[src/rtl/hci_bank_arbiter_ts_pkg.sv]
// Shared types and constants for the TCDM bank arbiter with test-and-set sequencing.
package hci_bank_arbiter_ts_pkg;

  typedef enum logic {
    IDLE  = 1'b0,
    TS_WR = 1'b1
  } hci_bank_arb_state_t;

  localparam logic HCI_ARB_RR   = 1'b0;
  localparam logic HCI_ARB_PRIO = 1'b1;

endpackage

[src/rtl/hci_bank_arbiter_ts_if.sv]
// Initiator-side and bank-side signal bundle of one bank arbiter instance.
interface hci_bank_arbiter_ts_if #(
  parameter int unsigned N   = 6,
  parameter int unsigned AW  = 32,
  parameter int unsigned AWM = 12,
  parameter int unsigned DW  = 32,
  parameter int unsigned BW  = 8
);
  localparam int unsigned NB = DW / BW;

  logic [N-1:0]          req_i;
  logic [N-1:0][AW-1:0]  add_i;
  logic [N-1:0]          wen_i;
  logic [N-1:0][DW-1:0]  data_i;
  logic [N-1:0][NB-1:0]  be_i;
  logic [N-1:0]          gnt_o;
  logic [N-1:0]          r_valid_o;
  logic [DW-1:0]         r_data_o;

  logic                  mem_req_o;
  logic                  mem_gnt_i;
  logic [AWM-1:0]        mem_add_o;
  logic                  mem_wen_o;
  logic [DW-1:0]         mem_data_o;
  logic [NB-1:0]         mem_be_o;
  logic [DW-1:0]         mem_r_data_i;

  modport slave (
    input  req_i, add_i, wen_i, data_i, be_i, mem_gnt_i, mem_r_data_i,
    output gnt_o, r_valid_o, r_data_o, mem_req_o, mem_add_o, mem_wen_o, mem_data_o, mem_be_o
  );

  modport master (
    output req_i, add_i, wen_i, data_i, be_i, mem_gnt_i, mem_r_data_i,
    input  gnt_o, r_valid_o, r_data_o, mem_req_o, mem_add_o, mem_wen_o, mem_data_o, mem_be_o
  );

endinterface

[src/rtl/hci_rr_arbiter.sv]
// Pointer-based round-robin picker: first requester at or after the pointer wins;
// the pointer moves past the winner when advance_i reports a completed transfer.
module hci_rr_arbiter #(
  parameter  int unsigned NUM = 4,
  localparam int unsigned IW  = (NUM > 1) ? $clog2(NUM) : 1
) (
  input  logic           clk_i,
  input  logic           rst_ni,
  input  logic [NUM-1:0] req_i,
  input  logic           advance_i,
  output logic [IW-1:0]  idx_o,
  output logic           valid_o
);

  logic [IW-1:0] ptr_q;
  logic [IW-1:0] cand;

  always_comb begin
    idx_o   = '0;
    valid_o = 1'b0;
    cand    = '0;
    for (int unsigned off = 0; off < NUM; off++) begin
      cand = IW'((32'(ptr_q) + off) % NUM);
      if (!valid_o && req_i[cand]) begin
        idx_o   = cand;
        valid_o = 1'b1;
      end
    end
  end

  always_ff @(posedge clk_i or negedge rst_ni) begin
    if (!rst_ni) begin
      ptr_q <= '0;
    end else if (advance_i) begin
      ptr_q <= IW'((32'(idx_o) + 1) % NUM);
    end
  end

endmodule

[src/rtl/hci_bank_arbiter_ts.sv]
// Per-bank TCDM arbiter (round-robin or CH0-priority with CH1 anti-starvation) that
// turns test-and-set reads into an atomic read + all-ones write. Optional HCI_BANK_ARB_PERF_EN.
module hci_bank_arbiter_ts
  import hci_bank_arbiter_ts_pkg::*;
#(
  parameter int unsigned N_CH0     = 4,
  parameter int unsigned N_CH1     = 2,
  parameter int unsigned AW        = 32,
  parameter int unsigned AWM       = 12,
  parameter int unsigned DW        = 32,
  parameter int unsigned BW        = 8,
  parameter int unsigned TS_BIT    = 21,
  parameter int unsigned MAX_STALL = 8
) (
  input  logic                       clk_i,
  input  logic                       rst_ni,
  input  logic                       arb_policy_i,
`ifdef HCI_BANK_ARB_PERF_EN
  output logic [31:0]                perf_conflict_o,
  output logic [31:0]                perf_ts_o,
`endif
  hci_bank_arbiter_ts_if.slave       bus
);

  localparam int unsigned N  = N_CH0 + N_CH1;
  localparam int unsigned IW = (N > 1) ? $clog2(N) : 1;
  localparam int unsigned I1 = (N_CH1 > 1) ? $clog2(N_CH1) : 1;
  localparam int unsigned SW = $clog2(MAX_STALL + 1);

  hci_bank_arb_state_t state_q, state_d;
  logic                policy_q;
  logic [AWM-1:0]      ts_add_q;
  logic [N-1:0]        rvalid_q;
  logic [SW-1:0]       stall_q;

  logic [N-1:0]        req;
  logic [IW-1:0]       rr_idx, c0_idx, win_idx;
  logic                rr_valid, c0_valid, win_valid;
  logic [I1-1:0]       c1_idx;
  logic                c1_valid;
  logic [AW-1:0]       win_add;
  logic                win_rd, is_ts, xfer, ch1_pend, ch1_xfer;
  logic [N-1:0]        gnt;
  logic                unused_add_bits;

  assign req = bus.req_i;

  hci_rr_arbiter #(.NUM(N)) i_rr_all (
    .clk_i     (clk_i),
    .rst_ni    (rst_ni),
    .req_i     (req),
    .advance_i (xfer && (policy_q == HCI_ARB_RR)),
    .idx_o     (rr_idx),
    .valid_o   (rr_valid)
  );

  hci_rr_arbiter #(.NUM(N_CH1)) i_rr_ch1 (
    .clk_i     (clk_i),
    .rst_ni    (rst_ni),
    .req_i     (req[N-1:N_CH0]),
    .advance_i (ch1_xfer && (policy_q == HCI_ARB_PRIO)),
    .idx_o     (c1_idx),
    .valid_o   (c1_valid)
  );

  always_comb begin
    c0_idx   = '0;
    c0_valid = 1'b0;
    for (int unsigned i = N_CH0; i > 0; i--) begin
      if (req[i-1]) begin
        c0_idx   = IW'(i - 1);
        c0_valid = 1'b1;
      end
    end
  end

  // Priority mode: CH1 wins when CH0 is idle or the stall counter has saturated.
  always_comb begin
    win_idx   = rr_idx;
    win_valid = rr_valid;
    if (policy_q == HCI_ARB_PRIO) begin
      if (c1_valid && (!c0_valid || (stall_q == SW'(MAX_STALL)))) begin
        win_idx   = IW'(N_CH0) + IW'(c1_idx);
        win_valid = 1'b1;
      end else begin
        win_idx   = c0_idx;
        win_valid = c0_valid;
      end
    end
  end

  assign win_add         = bus.add_i[win_idx];
  assign win_rd          = bus.wen_i[win_idx];
  assign is_ts           = win_rd && win_add[TS_BIT];
  assign xfer            = win_valid && bus.mem_gnt_i && (state_q == IDLE);
  assign ch1_pend        = |req[N-1:N_CH0];
  assign ch1_xfer        = xfer && (win_idx >= IW'(N_CH0));
  assign unused_add_bits = ^win_add;

  always_comb begin
    gnt = '0;
    if (xfer) gnt[win_idx] = 1'b1;
  end

  assign bus.gnt_o     = gnt;
  assign bus.r_valid_o = rvalid_q;
  assign bus.r_data_o  = (|rvalid_q) ? bus.mem_r_data_i : '0;

  always_comb begin
    bus.mem_req_o  = 1'b0;
    bus.mem_add_o  = '0;
    bus.mem_wen_o  = 1'b0;
    bus.mem_data_o = '0;
    bus.mem_be_o   = '0;
    if (state_q == TS_WR) begin
      bus.mem_req_o  = 1'b1;
      bus.mem_add_o  = ts_add_q;
      bus.mem_data_o = '1;
      bus.mem_be_o   = '1;
    end else if (win_valid) begin
      bus.mem_req_o  = 1'b1;
      bus.mem_add_o  = win_add[AWM+1:2];
      bus.mem_wen_o  = win_rd;
      bus.mem_data_o = bus.data_i[win_idx];
      bus.mem_be_o   = bus.be_i[win_idx];
    end
  end

  always_comb begin
    state_d = state_q;
    case (state_q)
      IDLE:    if (xfer && is_ts) state_d = TS_WR;
      TS_WR:   if (bus.mem_gnt_i) state_d = IDLE;
      default: state_d = IDLE;
    endcase
  end

  always_ff @(posedge clk_i or negedge rst_ni) begin
    if (!rst_ni) begin
      state_q  <= IDLE;
      policy_q <= HCI_ARB_RR;
      ts_add_q <= '0;
      rvalid_q <= '0;
      stall_q  <= '0;
    end else begin
      state_q  <= state_d;
      policy_q <= arb_policy_i;
      if (xfer && is_ts) ts_add_q <= win_add[AWM+1:2];
      rvalid_q <= (xfer && win_rd) ? gnt : '0;
      if (!ch1_pend || ch1_xfer) begin
        stall_q <= '0;
      end else if (stall_q != SW'(MAX_STALL)) begin
        stall_q <= stall_q + SW'(1);
      end
    end
  end

`ifdef HCI_BANK_ARB_PERF_EN
  always_ff @(posedge clk_i or negedge rst_ni) begin
    if (!rst_ni) begin
      perf_conflict_o <= '0;
      perf_ts_o       <= '0;
    end else begin
      if ($countones(req) >= 2) perf_conflict_o <= perf_conflict_o + 32'd1;
      if ((state_q == TS_WR) && bus.mem_gnt_i) perf_ts_o <= perf_ts_o + 32'd1;
    end
  end
`endif

endmodule
[src/flat_wrapper.sv]
// flat-port wrapper written by rule: the top's interface ports become plain ports
module hci_bank_arbiter_ts_flat import hci_bank_arbiter_ts_pkg::*;
#(
  parameter int unsigned N_CH0     = 4,
  parameter int unsigned N_CH1     = 2,
  parameter int unsigned AW        = 32,
  parameter int unsigned AWM       = 12,
  parameter int unsigned DW        = 32,
  parameter int unsigned BW        = 8,
  parameter int unsigned TS_BIT    = 21,
  parameter int unsigned MAX_STALL = 8
)
  (clk_i, rst_ni, arb_policy_i, bus_req_i, bus_add_i, bus_wen_i, bus_data_i, bus_be_i, bus_mem_gnt_i, bus_mem_r_data_i, bus_gnt_o, bus_r_valid_o, bus_r_data_o, bus_mem_req_o, bus_mem_add_o, bus_mem_wen_o, bus_mem_data_o, bus_mem_be_o);
  hci_bank_arbiter_ts_if #(.AW(AW), .AWM(AWM), .DW(DW), .BW(BW)) bus_i ();
  input  logic clk_i;
  input  logic rst_ni;
  input  logic arb_policy_i;
  input wire logic [$bits(bus_i.req_i)-1:0] bus_req_i;
  input wire logic [$bits(bus_i.add_i)-1:0] bus_add_i;
  input wire logic [$bits(bus_i.wen_i)-1:0] bus_wen_i;
  input wire logic [$bits(bus_i.data_i)-1:0] bus_data_i;
  input wire logic [$bits(bus_i.be_i)-1:0] bus_be_i;
  input wire logic [$bits(bus_i.mem_gnt_i)-1:0] bus_mem_gnt_i;
  input wire logic [$bits(bus_i.mem_r_data_i)-1:0] bus_mem_r_data_i;
  output wire logic [$bits(bus_i.gnt_o)-1:0] bus_gnt_o;
  output wire logic [$bits(bus_i.r_valid_o)-1:0] bus_r_valid_o;
  output wire logic [$bits(bus_i.r_data_o)-1:0] bus_r_data_o;
  output wire logic [$bits(bus_i.mem_req_o)-1:0] bus_mem_req_o;
  output wire logic [$bits(bus_i.mem_add_o)-1:0] bus_mem_add_o;
  output wire logic [$bits(bus_i.mem_wen_o)-1:0] bus_mem_wen_o;
  output wire logic [$bits(bus_i.mem_data_o)-1:0] bus_mem_data_o;
  output wire logic [$bits(bus_i.mem_be_o)-1:0] bus_mem_be_o;
  assign bus_i.req_i = bus_req_i;
  assign bus_i.add_i = bus_add_i;
  assign bus_i.wen_i = bus_wen_i;
  assign bus_i.data_i = bus_data_i;
  assign bus_i.be_i = bus_be_i;
  assign bus_i.mem_gnt_i = bus_mem_gnt_i;
  assign bus_i.mem_r_data_i = bus_mem_r_data_i;
  assign bus_gnt_o = bus_i.gnt_o;
  assign bus_r_valid_o = bus_i.r_valid_o;
  assign bus_r_data_o = bus_i.r_data_o;
  assign bus_mem_req_o = bus_i.mem_req_o;
  assign bus_mem_add_o = bus_i.mem_add_o;
  assign bus_mem_wen_o = bus_i.mem_wen_o;
  assign bus_mem_data_o = bus_i.mem_data_o;
  assign bus_mem_be_o = bus_i.mem_be_o;
  hci_bank_arbiter_ts #(.N_CH0(N_CH0), .N_CH1(N_CH1), .AW(AW), .AWM(AWM), .DW(DW), .BW(BW), .TS_BIT(TS_BIT), .MAX_STALL(MAX_STALL)) u_core (.clk_i(clk_i), .rst_ni(rst_ni), .arb_policy_i(arb_policy_i), .bus(bus_i));
endmodule
[config.mk]
export PLATFORM = sky130hd
export DESIGN_NAME = hci_bank_arbiter_ts_flat
export DESIGN_NICKNAME = d
export VERILOG_FILES = /design/src/rtl/hci_bank_arbiter_ts_pkg.sv /design/src/rtl/hci_bank_arbiter_ts_if.sv /design/src/rtl/hci_rr_arbiter.sv /design/src/rtl/hci_bank_arbiter_ts.sv /design/src/flat_wrapper.sv
export SDC_FILE = /design/constraint.sdc
export NUM_CORES = 1
export LEC_CHECK = 0
export CAP_MARGIN = 20
export CORE_AREA = 10 10 205 207
export CTS_BUF_LIST = sky130_fd_sc_hd__clkbuf_8
export DETAILED_ROUTE_END_ITERATION = 16
export DIE_AREA = 0 0 215 217
export PLACE_DENSITY = 0.47
export SLEW_MARGIN = 20
export SYNTH_ARGS = -nofsm -noshare
export SYNTH_HDL_FRONTEND = slang
export SYNTH_SLANG_ARGS = --single-unit
export TNS_END_PERCENT = 5
[constraint.sdc]
create_clock -name clk_i -period 8.2 [get_ports clk_i]
set_clock_uncertainty 0.05 [all_clocks]
set_input_delay 2.46 -clock clk_i [delete_from_list [all_inputs] [get_ports clk_i]]
set_output_delay 2.46 -clock clk_i [all_outputs]
set_load 0.02 [all_outputs]
==> results.ini, run 1 <==
[timing]
final.period_utilization_pct = 98.7
setup_viol = 0
fmax_mhz = 124
slew_headroom_pct = 32.2
tightest_slew_ns = 1.01
period_needed_ns = 8.09
drv_slew = 0
grt_setup_unrepaired = false
setup_slack_ns = 0.107
hold_viol_final = 0

[pwr]
p_leak_nw = 5.03
p_per_area_nw_per_um2 = 499
pwr-share-seq_pct = 3.9
clockPowerShare_pct = 1.4
sw_frac_of_total_pct = 52.0
p_int_mw = 2.96
comb_power_share_pct = 94.7
switchingPower_mw = 3.21
irDropWorstVdd_mv = 0.193

[clock_tree]
cts.sinks = 28
cts_tree = yes
htree_levels = 1
path_clk_slew_ns = 0.11
clk_path_buf_depth = 2
cts-root-buf = clkbuf_8
numCtsBuffers = 3
worstSkewPairLatency_ns = 0.29
hold_buffers = 0

[logic_synthesis]
yosysTopAreaCellShare_pct = 12.1
synth_common_cells = nand2_1 (142), a21boi_0 (69), a211oi_1 (53)
yosys.cell_count.top_type = nand2_1
syn_inst = 824
synth_edf_count = 0
synth-seq-area-share_pct = 12.1
async_reset_ff_share_pct = 100
ys_types = 83
synthTopCellsByArea = dfrtp_1 (12%), nand2_1 (9.2%), a21boi_0 (8.9%)
synth-seq-cells = 28
syn_area_um2 = 5810
synthFlopType = dfrtp_1
synth.avg_cell_area_um2 = 7.06
ys_warn_count = 0
synth_top_area_cell = dfrtp_1
synth_nets = 1295

[critical_path]
cp.required_ns = 5.69
endpoint_kind = primary output
ff2ff_setup_slack_ns = 2.56
worstPathArrival_ns = 5.58
startpoint_type = input port
criticalPathCategory = input port to primary output
cp_max_fo = 17

[placed_design]
dp_hpwl_um = 31300
post-place-ws_ns = -0.746
routabilityCongestion = 0.857
portBuffers = 435

[drt]
routed_wl_um = 39900
drt_iter0_drc = 345
avgRoutedWirePerCell_um = 21.4
drc = 0
vias_per_cell = 4.54
antenna_left = 0
first_pass_iters = 4
vias = 8467

[global_routing]
grt_max_degree = 52
first_global_vias = 8803
overflow = 0
antenna_found_initial = 0
grt_first_pass_wirelength_um = 57200
grt_usage_pct = 15.7

[hold_path]
min_path_type = flip-flop to flip-flop

[outcome]
status = finished clean

[final_layout]
n_fill_cell = 4145
multiInputGateArea_um2 = 5040
finish.utilization_pct = 32.5
regArea_um2 = 702
area_growth_pct = 113
drive_gt1_share_pct = 24.0
antennaDiodeCount = 0
fin_nets = 1817

[die]
die_w_um = 215
coreArea_um2 = 38100
initial_core_util_pct = 15.3
pin_count = 550
dieArea_um2 = 46700
die_y_um = 217
placement_rows = 72

[flow_run]
drv_cap = 0

-- cell type report --
class / count / share of cell area [%]
repair buffers: 602 / 47.3
inverters: 23 / 0.697
multi-input cells: 688 / 40.7
clock inverters: 1 / 0.0303
flip-flops and latches: 28 / 5.67
clock buffers: 3 / 0.334
well taps: 518 / 5.24
-- cells by family (layout without fill, tap and decap cells) --
logic type	count (synthesis)	in the layout	synth area share [%]
compound gates	348	348	45.5
xor+xnor	8	8	1.66
fa+ha+maj	15	15	3.23
buf+inv	108	629	8.28
flops	28	28	12.1
mux	36	36	6.61
simple gates	281	281	22.7
-- flip-flops by register name, indices dropped and copies added, names as in the netlist --
name and flops:
u_core.ts_add_q 12, u_core.bus.r_valid_o 6, u_core.stall_q 4, u_core.i_rr_all.ptr_q 3, u_core.i_rr_ch1.ptr_q 1, u_core.policy_q 1
u_core.state_q 1
-- power groups by stage --
stage / logic (mW) / registers [mW] / clock network [mW]
floorplan: 2.82 / 0.236 / 0
global placement: 5.34 / 0.242 / 0
detailed placement: 5.33 / 0.245 / 0
CTS: 5.62 / 0.242 / 0.0899
global route: 6.27 / 0.250 / 0.0951
finish: 5.84 / 0.242 / 0.0855
-- final timing paths --
check	start	to	cells past startpoint
worst max-delay path	bus_req_i[1]	bus_mem_add_o[8]	16
worst min-delay path	u_core.i_rr_ch1.ptr_q	u_core.i_rr_ch1.ptr_q	1
worst max register to register	u_core.i_rr_all.ptr_q[1]	u_core.ts_add_q[10]	17
worst min register to register	u_core.i_rr_ch1.ptr_q	u_core.i_rr_ch1.ptr_q	1
max in group asynchronous	rst_ni	u_core.state_q	2
min in group asynchronous	rst_ni	u_core.ts_add_q[1]	2
-- stage by stage --
step | TNS (ns) | total power, mW | std cells | hold slack (ns) | cell area [µm²]
3_5_place_dp | -30.79 | 5.58 | 1826 | 0.436 | 11700
3_3_place_gp | -32.07 | 5.58 | 1826 | 0.425 | 11700
6_report | 0 | 6.17 | 1863 | 0.455 | 12400
2_1_floorplan | 0 | 3.06 | 824 | 0.409 | 5810
5_1_grt | 0 | 6.61 | 1863 | 0.476 | 12400
4_1_cts | -0.0220 | 5.95 | 1851 | 0.452 | 12100
-- placed cells by master (no fill, tap or decap), drive strengths merged, types with 3 or more instances in the layout --
cell	synthesis	layout
ha	15	15
and2	37	37
a31oi	30	30
nand3	34	34
o211a	4	4
a21oi	23	23
o22a	9	9
o211ai	3	3
xnor2	4	4
a311oi	18	18
nor2b	6	6
nor3	8	8
a2bb2oi	3	3
dfrtp	28	28
o31ai	3	3
a22o	4	4
a311o	10	10
mux2	7	7
buf	39	211
bufbuf	0	3
a21boi	70	70
xor2	4	4
clkbuf	46	11
clkdlybuf4s15	0	4
and3	4	4
mux2i	29	29
a21o	27	27
nand2	143	143
inv	23	24
a211oi	55	55
or3	3	3
o21a	6	6
a22oi	4	4
nor4	7	7
o21ai	48	48
a221oi	8	8
nor2	26	26
clkdlybuf4s50	0	374
-- layer usage --
metal / part of all wire, % / track usage, % / wire (µm)
met3: 5.5 / 3.05 / 2220
met2: 51 / 28.7 / 20300
met5: 0 / 0 / 0
met1: 43 / 19.0 / 17000
met4: 0.92 / 2.07 / 367
-- critical path: stages --
cell and delay (ns):
clkbuf_2 0.16, mux2i_4 0.10, a222oi_1 0.43, mux2i_2 0.19
and3b_2 0.29, buf_4 0.13, buf_4 0.12, buf_4 0.12
a41o_1 0.28, o21a_2 0.26, buf_12 0.16, buf_4 0.15
a311oi_1 0.26, o22a_1 0.18, o21ai_0 0.09, buf_4 0.18
-- repair_timing --
item	in CTS	in global routing
cloned	5	2
setup endpoints to repair	54	54
pin swaps	16	22
setup buffers	16	13
resized for setup	261	81
Power figures use the tool's default switching activity.
==> run 2: changes to the inputs <==
Settings changed: ABC_AREA from default to 0, CORE_AREA 10 10 205 207 to 10 10 204 206, DIE_AREA 0 0 215 217 to 0 0 214 216.
==> run 2 against run 1 <==
  * Combinational power is 7.7% lower
  * Via count is 1.5% lower
  * Maximum frequency is 0.11% lower
  * Register-to-register slack better by 0.39 ns
  * Highest routed layer is now met5
  * Sequential share of layout area is 0.18 points higher
  * Cell count is 0.75% lower
  * Sequential power hardly changed
==> results.ini, run 2 (synthesized netlist as in run 1, its figures left out) <==
[critical_path]
cp_top_family = buffers and inverters
worst-path-buf-inv = 7
worstPathArrival_ns = 5.59
worstRegToRegCells = 18
r2r_end = u_core.ts_add_q[11]
critPathSlowestCell = o311ai_4
timing.rr.start = u_core.i_rr_all.ptr_q[1]
endpoint_kind = primary output
crit_chain = dlygate4sd2_1, mux2i_2, a222oi_1, mux2i_2, buf_4, nor2b_4, nand2_2, o311ai_4, buf_6, nor2_4, buf_12, buf_12, buf_4, a211oi_1, o21ai_1, a21o_1, clkdlybuf4s15_2
cp_max_fo = 12
ff2ff_setup_slack_ns = 2.95
startpoint_type = input port
cp.required_ns = 5.69
criticalPathCategory = input port to primary output
critPathMaxStageDelay_ns = 0.37

[clock_tree]
cts.sinks = 28
path_clk_slew_ns = 0.12
htree_levels = 1
numCtsBuffers = 3
clk_path_buf_depth = 2
worstSkewPairLatency_ns = 0.30
cts_tree = yes
hold_buffers = 0
cts-root-buf = clkbuf_8

[final_layout]
area_growth_pct = 106
final_common_cell = clkdlybuf4s50_1
n_fill_cell = 4044
drive_gt1_share_pct = 21.7
fin_nets = 1807
largest_reg_flops = 12
largest-register = u_core.ts_add_q
fin_cells = 1849
layout_common_cells = clkdlybuf4s50_1 (374), nand2_1 (141), buf_4 (136)

[pwr]
irDropWorstVdd_mv = 0.215
p_per_area_nw_per_um2 = 479
comb_power_share_pct = 93.7
pwr-share-seq_pct = 4.2
sw_frac_of_total_pct = 53.3
power_mw = 5.75
clockPowerShare_pct = 2.1
switchingPower_mw = 3.07
p_leak_nw = 4.89
p_int_mw = 2.69

[drt]
avgRoutedWirePerCell_um = 21.2
antenna_left = 0
drc = 0
routed_wl_um = 39300
vias = 8341
vias_per_cell = 4.51
first_pass_iters = 5
drt_iter0_drc = 410

[die]
die_y_um = 216
coreArea_um2 = 37400
dieArea_um2 = 46200
initial_core_util_pct = 15.5
die_w_um = 214
pin_count = 550
placement_rows = 71

[global_routing]
grt_max_degree = 53
overflow = 0
antenna_found_initial = 5
grt_usage_pct = 15.8
first_global_vias = 8824
grt_first_pass_wirelength_um = 56900

[outcome]
status = finished clean

[timing]
setup_viol = 0
period_needed_ns = 8.10
hold_viol_final = 0
drv_slew = 0
grt_setup_unrepaired = true
fmax_mhz = 123
slew_headroom_pct = 47.8
tightest_slew_ns = 0.782
final.period_utilization_pct = 98.8

[hold_path]
min_delay_path_depth = 1
min_to = u_core.i_rr_ch1.ptr_q
holdCritStartpoint = u_core.i_rr_ch1.ptr_q
min_path_type = flip-flop to flip-flop

[placed_design]
routabilityCongestion = 0.856
dp_cells = 1822
portBuffers = 435
dp_hpwl_um = 31700

[flow_run]
drv_cap = 0

-- run 2: cell type report --
type / instances / area, µm² / area share, %
repair buffers: 590 / 5600 / 46.7
multi-input cells: 690 / 4890 / 40.8
flip-flops and latches: 28 / 702 / 5.85
well taps: 511 / 639 / 5.33
inverters: 23 / 86.3 / 0.719
clock buffers: 3 / 41.3 / 0.344
clock inverters: 1 / 30.0 / 0.250
diodes: 3 / 7.51 / 0.0625
-- run 2: how the worst max path moves through the flow --
stage,start,depth (start not counted),to,slack [ns]
4_1_cts,bus_req_i[0],16,bus_mem_data_o[15],0.02
3_3_place_gp,bus_req_i[1],13,bus_mem_data_o[14],-0.71
5_1_grt,bus_req_i[2],14,bus_mem_add_o[7],-0.08
6_report,bus_req_i[4],17,bus_mem_data_o[22],0.1
2_1_floorplan,bus_req_i[2],12,bus_mem_add_o[5],0.47
3_5_place_dp,bus_req_i[0],13,bus_mem_data_o[14],-0.73
-- run 2: stage by stage --
stage | util [%] | hold WS (ns) | area, µm² | TNS [ns] | setup slack [ns]
floorplan | - | 0.409 | 5810 | 0 | 0.466
global placement | 31.2 | 0.427 | 11700 | -28.31 | -0.711
detailed placement | 31.2 | 0.434 | 11700 | -28.91 | -0.726
CTS | 31.9 | 0.451 | 11900 | 0 | 0.0184
global route | 32.1 | 0.491 | 12000 | -0.314 | -0.0765
finish | 32.1 | 0.459 | 12000 | 0 | 0.0983
-- run 2: timing repair --
item                       in CTS  in global routing
buffers inserted               13                  4
setup endpoints to repair      53                 53
gates cloned                    3                  0
resized for setup             230                 32
pin swaps                      11                  7
-- run 2: power by group through the flow --
stage	combinational [mW]	sequential [mW]	clock, mW
after detailed placement	5.32	0.244	0
after global placement	5.32	0.242	0
final	5.39	0.242	0.119
after global routing	5.82	0.250	0.128
after floorplan	2.82	0.236	0
after CTS	5.38	0.241	0.125
-- run 2: worst register-to-register path, delay by kind of cell, from the launching register on --
kind / cells / cell delay [ns]
and+or+nand+nor: 2 / 0.58
buffers and inverters: 5 / 0.91
adders and majority gates: 2 / 0.69
muxes: 1 / 0.36
AOI/OAI and AO/OA: 8 / 2.05
DFF: 1 / 0.51
-- run 2: routing by layer --
metal / track usage [%] / vias to the layer above / part of all wire (%)
met1: 18.8 / 3923 / 42
met5: 0 / - / 0.033
met4: 3.14 / 2 / 1.4
met3: 3.64 / 25 / 6.4
met2: 28.4 / 292 / 50
li1: - / 4099 / -
